## src/rtl/uart_rx_buf_if.sv

```systemverilog
// Output handshake bundle of the UART receive buffer.
//   out_data  : byte at the buffer head
//   out_valid : buffer non-empty, out_data is meaningful
//   out_ready : consumer takes the head byte on a rising edge while out_valid
// master = the receive buffer, slave = the consumer.
interface uart_rx_buf_if;
  logic [7:0] out_data;
  logic       out_valid;
  logic       out_ready;

  modport master (output out_data, output out_valid, input out_ready);
  modport slave  (input out_data, input out_valid, output out_ready);
endinterface

```

## src/rtl/uart_rx_buf.sv

```systemverilog
// UART 8N1 receiver with a small receive FIFO.
//   clock      : system clock, all state changes on the rising edge
//   reset      : synchronous, active-high
//   rx         : asynchronous serial line (idle high, LSB first)
//   buf_if     : head-of-FIFO handshake (out_data / out_valid / out_ready)
//   fifo_count : number of bytes currently buffered
//   frame_err  : one-cycle pulse when a stop bit is sampled low
//   overrun    : one-cycle pulse when a completed byte finds the FIFO full
// The receiver never stalls; a completed byte either enters the FIFO or is
// dropped (overrun).
module uart_rx_buf #(
  parameter int CLKS_PER_BIT = 87,
  parameter int FIFO_DEPTH   = 4
) (
  input  logic                        clock,
  input  logic                        reset,
  input  logic                        rx,
  uart_rx_buf_if.master               buf_if,
  output logic [$clog2(FIFO_DEPTH):0] fifo_count,
  output logic                        frame_err,
  output logic                        overrun
);

  localparam int PW = $clog2(FIFO_DEPTH);
  localparam int CW = PW + 1;

  // Counter compare points: mid start bit, then one full bit period.
  localparam logic [15:0] HALF = 16'((CLKS_PER_BIT - 1) / 2);
  localparam logic [15:0] LAST = 16'(CLKS_PER_BIT - 1);

  typedef enum logic [1:0] {IDLE, START, DATA, STOP} state_t;

  logic          rx_meta, rx_sync;
  state_t        state;
  logic [15:0]   cnt;
  logic [2:0]    bit_idx;
  logic [7:0]    shreg;
  logic          stop_hold;   // bad stop seen, waiting for line to return high

  logic [7:0]    mem [FIFO_DEPTH];
  logic [PW-1:0] wr_ptr, rd_ptr;
  logic          push, pop, full, do_push;

  // Two-flop synchronizer; resets to the idle line level so a reset never
  // looks like a start bit.
  // NOTE: sequential state uses non-blocking assignments so every flop samples
  // the pre-edge value of its source, regardless of block ordering.
  always_ff @(posedge clock) begin
    if (reset) begin
      rx_meta <= 1'b1;
      rx_sync <= 1'b1;
    end else begin
      rx_meta <= rx;
      rx_sync <= rx_meta;
    end
  end

  // A byte is complete in the cycle the stop bit is sampled high.
  assign push = (state == STOP) && !stop_hold && (cnt == LAST) && rx_sync;

  // Receive FSM.
  always_ff @(posedge clock) begin
    if (reset) begin
      state     <= IDLE;
      cnt       <= '0;
      bit_idx   <= '0;
      shreg     <= '0;
      stop_hold <= 1'b0;
      frame_err <= 1'b0;
    end else begin
      frame_err <= 1'b0;
      case (state)
        IDLE: begin
          cnt <= '0;
          if (!rx_sync) state <= START;
        end
        START: begin
          if (cnt == HALF) begin
            // Still low at mid-bit: a real start bit. High: a glitch.
            cnt     <= '0;
            bit_idx <= '0;
            state   <= rx_sync ? IDLE : DATA;
          end else begin
            cnt <= cnt + 16'd1;
          end
        end
        DATA: begin
          if (cnt == LAST) begin
            cnt   <= '0;
            shreg <= {rx_sync, shreg[7:1]};
            if (bit_idx == 3'd7) state <= STOP;
            else                 bit_idx <= bit_idx + 3'd1;
          end else begin
            cnt <= cnt + 16'd1;
          end
        end
        STOP: begin
          if (stop_hold) begin
            if (rx_sync) begin
              stop_hold <= 1'b0;
              state     <= IDLE;
            end
          end else if (cnt == LAST) begin
            cnt <= '0;
            if (rx_sync) begin
              state <= IDLE;
            end else begin
              frame_err <= 1'b1;
              stop_hold <= 1'b1;
            end
          end else begin
            cnt <= cnt + 16'd1;
          end
        end
        default: state <= IDLE;
      endcase
    end
  end

  // FIFO control. When full, a push is only accepted alongside a pop, in
  // which case the slot being vacated is the one written.
  assign full    = (fifo_count == CW'(FIFO_DEPTH));
  assign pop     = buf_if.out_valid && buf_if.out_ready;
  assign do_push = push && (!full || pop);

  always_ff @(posedge clock) begin
    if (reset) begin
      wr_ptr     <= '0;
      rd_ptr     <= '0;
      fifo_count <= '0;
      overrun    <= 1'b0;
    end else begin
      overrun <= push && full && !pop;
      if (do_push) wr_ptr <= wr_ptr + PW'(1);
      if (pop)     rd_ptr <= rd_ptr + PW'(1);
      case ({do_push, pop})
        2'b10:   fifo_count <= fifo_count + CW'(1);
        2'b01:   fifo_count <= fifo_count - CW'(1);
        default: fifo_count <= fifo_count;
      endcase
    end
  end

  // NOTE: the storage array has no reset; out_data is forced to zero while
  // empty instead, so stale entries are never visible.
  always_ff @(posedge clock) begin
    if (do_push) mem[wr_ptr] <= shreg;
  end

  assign buf_if.out_valid = (fifo_count != '0);
  assign buf_if.out_data  = buf_if.out_valid ? mem[rd_ptr] : 8'h00;

endmodule

```

## src/flat_wrapper.sv

```systemverilog
// flat-port wrapper written by rule: the top's interface ports become plain ports
module uart_rx_buf_flat 
#(
  parameter int CLKS_PER_BIT = 87,
  parameter int FIFO_DEPTH   = 4
)
  (clock, reset, rx, fifo_count, frame_err, overrun, buf_if_out_data, buf_if_out_valid, buf_if_out_ready);
  uart_rx_buf_if buf_if_i ();
  input  logic clock;
  input  logic reset;
  input  logic rx;
  output logic [$clog2(FIFO_DEPTH):0] fifo_count;
  output logic frame_err;
  output logic overrun;
  output wire logic [$bits(buf_if_i.out_data)-1:0] buf_if_out_data;
  output wire logic [$bits(buf_if_i.out_valid)-1:0] buf_if_out_valid;
  input wire logic [$bits(buf_if_i.out_ready)-1:0] buf_if_out_ready;
  assign buf_if_out_data = buf_if_i.out_data;
  assign buf_if_out_valid = buf_if_i.out_valid;
  assign buf_if_i.out_ready = buf_if_out_ready;
  uart_rx_buf #(.CLKS_PER_BIT(CLKS_PER_BIT), .FIFO_DEPTH(FIFO_DEPTH)) u_core (.clock(clock), .reset(reset), .rx(rx), .buf_if(buf_if_i), .fifo_count(fifo_count), .frame_err(frame_err), .overrun(overrun));
endmodule
```

## config.mk

```make
export PLATFORM = sky130hd
export DESIGN_NAME = uart_rx_buf_flat
export DESIGN_NICKNAME = d
export VERILOG_FILES = /design/src/rtl/uart_rx_buf_if.sv /design/src/rtl/uart_rx_buf.sv /design/src/flat_wrapper.sv
export SDC_FILE = /design/constraint.sdc
export NUM_CORES = 1
export LEC_CHECK = 0
export BUFFER_PORTS_ARGS = -buffer_cell sky130_fd_sc_hd__buf_2
export CAP_MARGIN = 5
export CORE_ASPECT_RATIO = 0.7
export CORE_MARGIN = 3
export CORE_UTILIZATION = 45
export DETAILED_ROUTE_END_ITERATION = 7
export RECOVER_POWER = 25
export SYNTH_ARGS = -nofsm -noshare
export SYNTH_HDL_FRONTEND = slang
export SYNTH_SLANG_ARGS = --single-unit
```

## constraint.sdc

```tcl
create_clock -name clock -period 3.4 [get_ports clock]
set_input_delay 0.68 -clock clock [delete_from_list [all_inputs] [get_ports clock]]
set_output_delay 0.68 -clock clock [all_outputs]
set_load 0.02 [all_outputs]
```

==> reports/qor.yml, run 1 <==
clock_network:
  clkSinkCount: 75
  cts-buffers-inserted: 9
  clk_latency_ns: 0.34
  clk_root_buffer_cell: "sky130_fd_sc_hd__clkbuf_8"
  post_cts_hold_buffer_count: 0
  post_cts_resized: 0
  tritoncts: "yes"
  cts.path.max_buffers: 2
  register_clock_pin_slew_on_the_reported_worst_setup_and_hold_paths_ns: 0.08
  cts.htree.levels: 3
  cts_post_setup_buffers_inserted: 0
die:
  core.rowCount: 25
  dieArea_sq_um: 8470
  start_util: 0.479
  floorplan.die.height_um: 77.9
  pin_count: 18
  die_wd_um: 109
  design.core.area_sq_um: 6940
timing:
  setup_repair_after_global_routing_missed_its_margin: "no"
  finalSetupViolCount: 0
  final_critical_path_setup_slack_ns: 0.666
  period_minus_slack_ns: 2.73
  clock_skew_ns: 0.00682
  totalNegativeSetupSlack_ns: 0
  achievable-frequency_mhz: 366
  timing.hold.ws_ns: 0.421
  slew_headroom: 0.560
  slew_of_the_pin_with_the_lowest_slew_margin_ns: 0.651
  drv_slew: 0
  number_of_hold_violations_in_the_final_report: 0
  final.period_utilization: 0.804
final_layout:
  layout-area-overhead-vs-synth_pct: 9.86
  layout-drive-gt1-share: 0.186
  n_antenna_cell: 0
  fin_area_sq_um: 3650
  final_nets: 310
grt:
  grt_overflow_total: 0
  antenna_found_initial: 0
  routing_usage_on_met2: 0.208
  grt_pass1_vias: 1985
  grt_start_max_net_pins: 36
  grtUsageTotal: 0.159
  grtUsageMet1: 0.245
  grt_first_pass_wirelength_mm: 10.2
  top_usage_layer: "met1"
  global_route.usage.met3: 0.0466
synth:
  ys_ff_latch: 75
  ys.flop_type: "sky130_fd_sc_hd__dfxtp_1"
  postSynth.asyncResetShare: 0
  syn_area_per_cell_sq_um: 11.7
  synth_nets: 297
  ys_seq_area_frac: 0.548
  unique_masters_post_synth: 49
  ys.warnings.count: 0
  synth_edf_count: 32
  syn-cell-area_sq_um: 3320
  synthCells: 283
critical_path:
  timing_worst_setup_path_type: "reg -> reg"
  timing.critical_path.mode_cell: "sky130_fd_sc_hd__inv_1"
  cp-end-kind: "flip-flop"
  critical_path_required_ns: 3.67
  critPathSlowestCell: "sky130_fd_sc_hd__dfxtp_1"
  critPathLaunchType: "flip-flop"
  worstPathArrival_ns: 3.00
  cpPeakStageDelay_ns: 0.48
  highest_fanout_seen_on_the_critical_path: 9
  worstRegToRegCells: 10
  cell_breakdown_of_the_critical_path: "nor4b_2 > nand4_4 > nor4_4 > inv_1 > ha_1 > inv_1 > fa_1 > xor2_1 > or3_1 > a21oi_1"
placed_design:
  place_ws_ns: 0.497
  detailed_place_hpwl_mm: 4.06
  port_buffers: 17
  placed_area_sq_um: 3470
  place_congestion: 0.730
power:
  power-per-cell-area_nw_per_um2: 432
  ir_drop_mv: 0.223
  power.leakage_nw: 1.23
route:
  post-route-drc-count: 0
  detail_route.wl_per_cell_um: 15.2
  route.antenna.remaining_nets: 0
  finalWirelength_mm: 6.01
  detailedRoute.firstIterationViolations: 139
  route.vias.total: 2095
  route.detailed.vias_per_inst: 5.30
  firstDrtPassIters: 4
run_status:
  run_status: "finished clean"
hold_path:
  worst_hold_depth: 1
  min_path_type: "reg -> reg"
run:
  maxCapViolations: 0
cells in the mapped netlist, types with 8 or more instances:
| cell | n | area share |
|---|---|---|
| sky130_fd_sc_hd__a21oi_1 | 9 | 0.014 |
| sky130_fd_sc_hd__and2_1 | 14 | 0.026 |
| sky130_fd_sc_hd__clkbuf_1 | 10 | 0.011 |
| sky130_fd_sc_hd__dfxtp_1 | 43 | 0.26 |
| sky130_fd_sc_hd__edfxtp_1 | 32 | 0.29 |
| sky130_fd_sc_hd__ha_1 | 9 | 0.034 |
| sky130_fd_sc_hd__inv_1 | 10 | 0.011 |
| sky130_fd_sc_hd__mux2i_1 | 9 | 0.027 |
| sky130_fd_sc_hd__mux4_2 | 8 | 0.054 |
| sky130_fd_sc_hd__nand2_1 | 13 | 0.015 |
| sky130_fd_sc_hd__nand4_1 | 11 | 0.021 |
| sky130_fd_sc_hd__nor2_1 | 34 | 0.038 |
| sky130_fd_sc_hd__xor2_1 | 12 | 0.032 |
worst max-delay path, delay by kind of cell (launching register included):
kind / cells / cell delay [ns]
buffers and inverters: 2 / 0.18
flip-flops: 1 / 0.48
AO/OA/AOI/OAI: 1 / 0.15
adder cells (fa/ha/maj): 2 / 0.41
AND/OR/NAND/NOR: 4 / 1.36
XOR/XNOR: 1 / 0.07
layer usage:
metal,vias to the layer above,share of wire
li1,1046,-
met1,1005,0.54
met2,42,0.41
met3,2,0.044
met4,0,0.0048
met5,-,0
cells by family after synthesis:
kind of cell             Yosys count  synth area share
adder cells (fa/ha/maj)           10            0.0399
AND/OR/NAND/NOR                  115             0.209
flip-flops                        75             0.548
AO/OA/AOI/OAI                     24            0.0493
XOR/XNOR                          15            0.0395
buffers and inverters             27            0.0335
multiplexers                      17            0.0813
through the flow:
stage	total power, mW	utilization	instances
after global routing	1.66	0.526	395
after floorplan	0.969	-	283
after detailed placement	0.974	0.499	379
after global placement	0.974	0.499	379
after CTS	1.60	0.526	395
final	1.58	0.526	395
flip-flops by register name, summed over array words and instances, names as in the netlist, 2 cells and up, named ones only:
signal / flops
u_core.shreg: 8
u_core.cnt: 16
u_core.bit_idx: 3
u_core.rd_ptr: 2
u_core.wr_ptr: 2
u_core.mem: 32
u_core.fifo_count: 3
cell type report:
class / count / area [sq um]
clock buffer: 9 / 124
clock inverter: 7 / 60.1
fill: 616 / 3290
inverter: 10 / 37.5
multi-input combinational: 181 / 1390
sequential: 75 / 1820
tap: 94 / 118
timing repair buffer: 19 / 100
power breakdown:
part           internal, mW  switching [mW]
registers             0.932         0.00347
clock network         0.276           0.350
logic               0.00529          0.0128
total                  1.21           0.367
placed cells by master (no fill, tap or decap), drive strengths merged, types with 2 or more instances in the layout:
cell,netlist,layout
a211oi,2,2
a21oi,9,9
and2,14,14
and3,3,3
and4,3,3
buf,6,19
clkbuf,11,9
clkinvlp,0,3
dfxtp,43,43
edfxtp,32,32
ha,9,9
inv,10,13
mux2i,9,9
mux4,8,8
nand2,13,13
nand3,6,6
nand4,12,12
nor2,34,34
nor3,2,2
nor3b,2,2
nor4,3,3
nor4b,5,5
nor4bb,3,3
o21ai,3,3
or2,3,3
or3,6,6
or3b,2,2
or4,2,2
xnor2,3,3
xor2,12,12
path summary, 6_finish.rpt:
path | startpoint | slack [ns] | end
setup / recovery | u_core.cnt[2]$_SDFFE_PP0P_ | 0.67 | u_core.fifo_count[2]$_SDFFE_PP0P_
hold / removal | u_core.rx_meta$_SDFF_PP1_ | 0.42 | u_core.rx_sync$_SDFF_PP1_
setup reg to reg | u_core.cnt[2]$_SDFFE_PP0P_ | 0.67 | u_core.fifo_count[2]$_SDFFE_PP0P_
hold reg to reg | u_core.rx_meta$_SDFF_PP1_ | 0.42 | u_core.rx_sync$_SDFF_PP1_
(Power assumes the default switching activity.)
==> run 2, diff against run 1 <==
==> constraint.sdc (replaced) <==
create_clock -name clock -period 2.55 [get_ports clock]
set_input_delay 0.51 -clock clock [delete_from_list [all_inputs] [get_ports clock]]
set_output_delay 0.51 -clock clock [all_outputs]
set_load 0.02 [all_outputs]
==> run 2 against run 1 <==
- die area stayed put
- utilization rose by 1.6 points
- design area up 3.0%
- total power increased by 36%
- via count increased by 1.3%
- wire length grew 1.2%
- flip-flop and latch count unchanged
- worst hold slack got worse by 0.090 ns
- final cell count rose by 3.0%
- register-to-register slack worse by 0.46 ns
- count of clock-buffer cells in the layout stayed put
- largest power group unchanged
- highest routed layer unchanged
==> reports/qor.yml, run 2 (same netlist as run 1, synthesis figures left out) <==
die:
  design.core.area_sq_um: 6940  # unchanged
  pin_count: 18  # unchanged
  floorplan.die.height_um: 77.9  # unchanged
  core.rowCount: 25  # unchanged
  die_wd_um: 109  # unchanged
  start_util: 0.479  # unchanged
  dieArea_sq_um: 8470  # unchanged
final_layout:
  layout-drive-gt1-share: 0.224  # +0.0376
  regMostFlops: "u_core.mem"
  n_antenna_cell: 0  # unchanged
  largest_register_ffs: 32  # unchanged
  final_core_util: 0.542  # +0.0157
  reg_top3: "u_core.mem (32), u_core.cnt (16), u_core.shreg (8)"
  stdcell_count: 407  # +3.0%
  layout_commonest_cell: "sky130_fd_sc_hd__dfxtp_1"
  layout-area-overhead-vs-synth_pct: 13.1
  fin_area_sq_um: 3760  # +3.0%
  commonest_cells_after_routing_fill_and_taps_aside: "sky130_fd_sc_hd__dfxtp_1, sky130_fd_sc_hd__nor2_1, sky130_fd_sc_hd__edfxtp_1"
  final_nets: 322  # +3.9%
  layout.filler_cells: 603  # -2.1%
timing:
  final.period_utilization: 0.921  # +0.116
  setup_repair_after_global_routing_missed_its_margin: "no"
  timing.hold.ws_ns: 0.331  # -0.0901 ns
  number_of_hold_violations_in_the_final_report: 0  # unchanged
  achievable-frequency_mhz: 426  # +16%
  period_minus_slack_ns: 2.35  # -0.386 ns
  final_critical_path_setup_slack_ns: 0.202  # -0.464 ns
  totalNegativeSetupSlack_ns: 0  # unchanged
  slew_headroom: 0.572  # +0.0122
  slew_of_the_pin_with_the_lowest_slew_margin_ns: 0.642  # -0.00911 ns
  clock_skew_ns: 0.00367  # -0.00314 ns
  drv_slew: 0  # unchanged
  finalSetupViolCount: 0  # unchanged
clock_network:
  cts.path.max_buffers: 2  # unchanged
  clk_latency_ns: 0.36  # +0.02 ns
  cts-buffers-inserted: 9  # unchanged
  cts.htree.levels: 3  # unchanged
  clk_root_buffer_cell: "sky130_fd_sc_hd__clkbuf_8"
  register_clock_pin_slew_on_the_reported_worst_setup_and_hold_paths_ns: 0.08  # about the same
  tritoncts: "yes"
  clkSinkCount: 75  # unchanged
grt:
  grtUsageTotal: 0.164  # +0.00532
  grt_pass1_vias: 2021  # +1.8%
  grt_first_pass_wirelength_mm: 10.5  # +2.6%
  grt_start_max_net_pins: 36  # unchanged
  antenna_found_initial: 0  # unchanged
  grt_overflow_total: 0  # unchanged
critical_path:
  critical_path_required_ns: 2.83  # -0.84 ns
  critPathLaunchType: "flip-flop"
  worstPathArrival_ns: 2.63  # -0.37 ns
  r2r_setup_slack_ns: 0.20  # -0.46 ns
  crit_start: "u_core.cnt[0]$_SDFFE_PP0P_"
  cp-end-kind: "flip-flop"
  timing_worst_setup_path_type: "reg -> reg"
  worstReg2RegStart: "u_core.cnt[0]$_SDFFE_PP0P_"
  highest_fanout_seen_on_the_critical_path: 6  # -3
placed_design:
  place_congestion: 0.800  # +9.6%
  detailed_place_hpwl_mm: 4.18  # +2.9%
  port_buffers: 17  # unchanged
  place_ws_ns: 0.147  # -0.349 ns
  placed_area_sq_um: 3550  # +2.4%
  placed_cells: 390  # +2.9%
power:
  power-per-cell-area_nw_per_um2: 570  # +32%
  power.leakage_nw: 1.31  # +6.3%
  design_power_total_mw: 2.14  # +36%
  ir_drop_mv: 0.358  # +61%
route:
  route.antenna.remaining_nets: 0  # unchanged
  route.detailed.vias_per_inst: 5.21  # -1.7%
  met2_length_mm: 2.33  # -6.6%
  met3_length_um: 299  # +13%
  detail_route.wl_per_cell_um: 14.9  # -1.8%
  detailedRoute.firstIterationViolations: 126  # -9.4%
  post-route-drc-count: 0  # unchanged
  top_layer: "met4"
  finalWirelength_mm: 6.08  # +1.2%
  route.vias.total: 2122  # +1.3%
  post_route_met1_wirelength_mm: 3.36  # +4.2%
  firstDrtPassIters: 4  # unchanged
run_status:
  run_status: "finished clean"
run:
  maxCapViolations: 0  # unchanged
hold_path:
  min_path_type: "in -> reg"
  worstHoldStart: "rx"
run 2: changes by cell type in the layout (fill, tap and decap cells not counted):
cell,delta
sky130_fd_sc_hd__nor3_4,+1
sky130_fd_sc_hd__clkinv_4,+1
sky130_fd_sc_hd__clkinv_8,+1
sky130_fd_sc_hd__dfxtp_2,+2
sky130_fd_sc_hd__nor3_2,-1
sky130_fd_sc_hd__buf_4,+12
sky130_fd_sc_hd__clkinvlp_4,-2
sky130_fd_sc_hd__dfxtp_1,-2
run 2: critical path, cell delays in order, from the launching register on:
cell and delay [ns]:
sky130_fd_sc_hd__dfxtp_2 0.37, sky130_fd_sc_hd__inv_1 0.05, sky130_fd_sc_hd__ha_1 0.21, sky130_fd_sc_hd__and4b_1 0.22
sky130_fd_sc_hd__nand4_4 0.11, sky130_fd_sc_hd__nor4_4 0.06, sky130_fd_sc_hd__inv_1 0.06, sky130_fd_sc_hd__ha_1 0.17
sky130_fd_sc_hd__inv_1 0.06, sky130_fd_sc_hd__fa_1 0.37, sky130_fd_sc_hd__xor2_1 0.15, sky130_fd_sc_hd__or3_1 0.30
sky130_fd_sc_hd__a21oi_1 0.14
run 2: area by class of cell:
type,count,area [sq um],share of cell area
Clock buffer,9,124,0.0329
Multi-Input combinational cell,181,1400,0.372
Inverter,10,37.5,0.00998
Timing Repair Buffer,31,190,0.0506
Clock inverter,7,70.1,0.0186
Tap cell,94,118,0.0313
Sequential cell,75,1820,0.485
run 2: metal layers:
metal / global-route usage / vias to the layer above
met4: 0.0643 / 0
met5: 0 / -
met3: 0.0457 / 9
met1: 0.257 / 990
li1: - / 1070
met2: 0.210 / 53
run 2: report_power, final:
part	internal (mW)	switching (mW)	leakage, nW	total [mW]
sequential	1.24	0.00270	0.644	1.25
combinational	0.00915	0.0191	0.570	0.0282
clock	0.377	0.494	0.0951	0.871
run 2: repair_timing:
item,in CTS,in global routing
setup buffers,0,1
resized for setup,0,3
hold buffers,0,0
endpoints found under the hold margin,0,0
endpoints found under the setup margin,0,2
run 2: path summary, 6_finish.rpt:
| kind | endpoint | cells past startpoint |
|---|---|---|
| setup / recovery | u_core.fifo_count[2]$_SDFFE_PP0P_ | 12 |
| hold / removal | u_core.rx_meta$_SDFF_PP1_ | 2 |
| setup reg to reg | u_core.fifo_count[2]$_SDFFE_PP0P_ | 12 |
| hold reg to reg | u_core.rx_sync$_SDFF_PP1_ | 1 |
==> run 3, diff against run 2 <==
--- a/config.mk
+++ b/config.mk
@@ -9,8 +9,9 @@
 export CAP_MARGIN = 5
 export CORE_ASPECT_RATIO = 0.7
 export CORE_MARGIN = 3
-export CORE_UTILIZATION = 45
+export CORE_UTILIZATION = 60
 export DETAILED_ROUTE_END_ITERATION = 7
+export PLACE_DENSITY = 0.78
 export RECOVER_POWER = 25
 export SYNTH_ARGS = -nofsm -noshare
 export SYNTH_HDL_FRONTEND = slang
==> run 3 against run 2 <==
- design area is 2.0% lower
- critical path depth is 2 lower
- critical path type unchanged
- die area is 23% lower
- non-clock buffer count is 2 lower
- largest cell class unchanged
- count of clock-buffer cells in the layout is 1 higher
- combinational power is 9.2% lower
- largest power group unchanged
- first-iteration DRC count is 2.4% higher
==> reports/qor.yml, run 3 (same netlist as run 1, synthesis figures left out) <==
run_status:
  run_status: "finished clean"
final_layout:
  layout_commonest_cell: "sky130_fd_sc_hd__dfxtp_1"
  layout-drive-gt1-share: 0.215  # -0.00821
  largest_register_ffs: 32  # unchanged
  layout-area-overhead-vs-synth_pct: 10.9
  n_antenna_cell: 0  # unchanged
  seq_area_sq_um: 1820  # unchanged
  regMostFlops: "u_core.mem"
  multi_input_area_sq_um: 1390  # -0.45%
  reg_top3: "u_core.mem (32), u_core.cnt (16), u_core.shreg (8)"
  final_nets: 320  # -0.62%
  commonest_cells_after_routing_fill_and_taps_aside: "sky130_fd_sc_hd__dfxtp_1, sky130_fd_sc_hd__nor2_1, sky130_fd_sc_hd__edfxtp_1"
  layout.filler_cells: 382  # -37%
clock_network:
  cts.path.max_buffers: 2  # unchanged
  tritoncts: "yes"
  cts-buffers-inserted: 9  # unchanged
  clk_latency_ns: 0.34  # -0.02 ns
  clk_root_buffer_cell: "sky130_fd_sc_hd__clkbuf_8"
  post_cts_hold_buffer_count: 0  # unchanged
  register_clock_pin_slew_on_the_reported_worst_setup_and_hold_paths_ns: 0.08  # about the same
  clkSinkCount: 75  # unchanged
  cts.htree.levels: 3  # unchanged
power:
  power.internal_mw: 1.60  # -1.6%
  p_clk_frac: 0.381  # -0.025
  sequentialPowerShare: 0.606  # +0.025
  net-switching-power_mw: 0.454  # -12%
  swShare: 0.221  # -0.0197
  design_power_total_mw: 2.06  # -4.0%
  power.leakage_nw: 1.28  # -2.3%
  ir_drop_mv: 0.371  # +3.4%
  power-per-cell-area_nw_per_um2: 558  # -2.1%
  power.combinational.fraction: 0.012  # about the same
grt:
  antenna_found_initial: 0  # unchanged
  grt_overflow_total: 0  # unchanged
  grt_first_pass_wirelength_mm: 9.70  # -7.7%
  grt_pass1_vias: 1944  # -3.8%
  grtUsageTotal: 0.205  # +0.0411
  grt_start_max_net_pins: 36  # unchanged
timing:
  slew_of_the_pin_with_the_lowest_slew_margin_ns: 0.628  # -0.0139 ns
  totalNegativeSetupSlack_ns: 0  # unchanged
  slew_headroom: 0.581  # +0.00925
  clock_skew_ns: 0.0115  # +0.00781 ns
  number_of_hold_violations_in_the_final_report: 0  # unchanged
  finalSetupViolCount: 0  # unchanged
  final.period_utilization: 0.934  # +0.0137
  achievable-frequency_mhz: 420  # -1.5%
  setup_repair_after_global_routing_missed_its_margin: "no"
  drv_slew: 0  # unchanged
  period_minus_slack_ns: 2.38  # +0.0350 ns
critical_path:
  cpPeakStageDelay_ns: 0.42  # +0.05 ns
  critPathSlowestCell: "sky130_fd_sc_hd__nor4_4"
  r2r_setup_slack_ns: 0.17  # -0.04 ns
  cp-end-kind: "flip-flop"
  critical_path_required_ns: 2.81  # -0.02 ns
  timing_worst_setup_path_type: "reg -> reg"
  critPathLaunchType: "flip-flop"
  cell_breakdown_of_the_critical_path: "nor4_4 > nand4_4 > nor4_4 > inv_1 > ha_1 > inv_1 > fa_1 > xor2_1 > or3_1 > a21oi_1"
  highest_fanout_seen_on_the_critical_path: 5  # -1
  worstPathArrival_ns: 2.64  # about the same
placed_design:
  detailed_place_hpwl_mm: 4.06  # -2.9%
  place_congestion: 0.824  # +3.0%
  port_buffers: 17  # unchanged
die:
  die_wd_um: 95.0  # -13%
  dieArea_sq_um: 6480  # -23%
  core.rowCount: 22  # -12%
  design.core.area_sq_um: 5290  # -24%
  start_util: 0.629  # +0.150
  pin_count: 18  # unchanged
  floorplan.die.height_um: 68.3  # -12%
hold_path:
  min_path_type: "in -> reg"
route:
  post-route-drc-count: 0  # unchanged
  detailedRoute.firstIterationViolations: 129  # +2.4%
  route.detailed.vias_per_inst: 5.68  # +8.9%
  detail_route.wl_per_cell_um: 15.6  # +4.6%
  route.vias.total: 2175  # +2.5%
  finalWirelength_mm: 5.99  # -1.6%
  firstDrtPassIters: 6  # +2
  route.antenna.remaining_nets: 0  # unchanged
run:
  maxCapViolations: 0  # unchanged
## run 3: power groups by stage
stage	logic [mW]	registers [mW]	clock network [mW]
2_1_floorplan	0.0212	1.27	0
3_3_place_gp	0.0246	1.27	0
3_5_place_dp	0.0251	1.27	0
4_1_cts	0.0258	1.25	0.801
5_1_grt	0.0282	1.25	0.860
6_report	0.0256	1.25	0.785
## run 3: path summary, 6_finish.rpt
kind,from,to,cells past startpoint
worst min-delay path,rx,u_core.rx_meta$_SDFF_PP1_,2
worst max-delay path,u_core.cnt[9]$_SDFFE_PP0P_,u_core.fifo_count[2]$_SDFFE_PP0P_,10
worst max register to register,u_core.cnt[9]$_SDFFE_PP0P_,u_core.fifo_count[2]$_SDFFE_PP0P_,10
worst min register to register,u_core.rx_meta$_SDFF_PP1_,u_core.rx_sync$_SDFF_PP1_,1
## run 3: cell type report
class                      instances  share of cell area
clock inverter                     6              0.0112
inverter                          10              0.0102
multi-input combinational        181               0.377
sequential                        75               0.495
tap                               72              0.0244
timing repair buffer              29              0.0475
clock buffer                      10              0.0346
## run 3: layer usage
layer	track usage	vias to the layer above	wire length [um]
li1	-	1071	-
met4	0.0432	0	45
met2	0.299	54	2630
met3	0.0824	6	343
met5	0	-	0
met1	0.290	1044	2970
## run 3: through the flow
stage	setup WS [ns]	hold WS, ns	util	area, sq um	std cells
after global placement	0.177	0.393	0.665	3520	367
after floorplan	0.134	0.389	-	3320	283
after detailed placement	0.108	0.398	0.665	3520	367
after global routing	0.00197	0.357	0.698	3690	383
final	0.167	0.358	0.698	3690	383
after CTS	0.140	0.350	0.697	3680	383
## run 3: critical path, delay by kind of cell (launching register included)
family                   cells  cell delay (ns)
flip-flops                   1             0.38
AO/OA/AOI/OAI                1             0.14
adder cells (fa/ha/maj)      2             0.39
buffers and inverters        2             0.14
AND/OR/NAND/NOR              4             1.16
XOR/XNOR                     1             0.07
## run 3: timing repair
item,CTS,global route
resized for setup,0,2
setup endpoints to repair,0,2
setup buffers,0,0
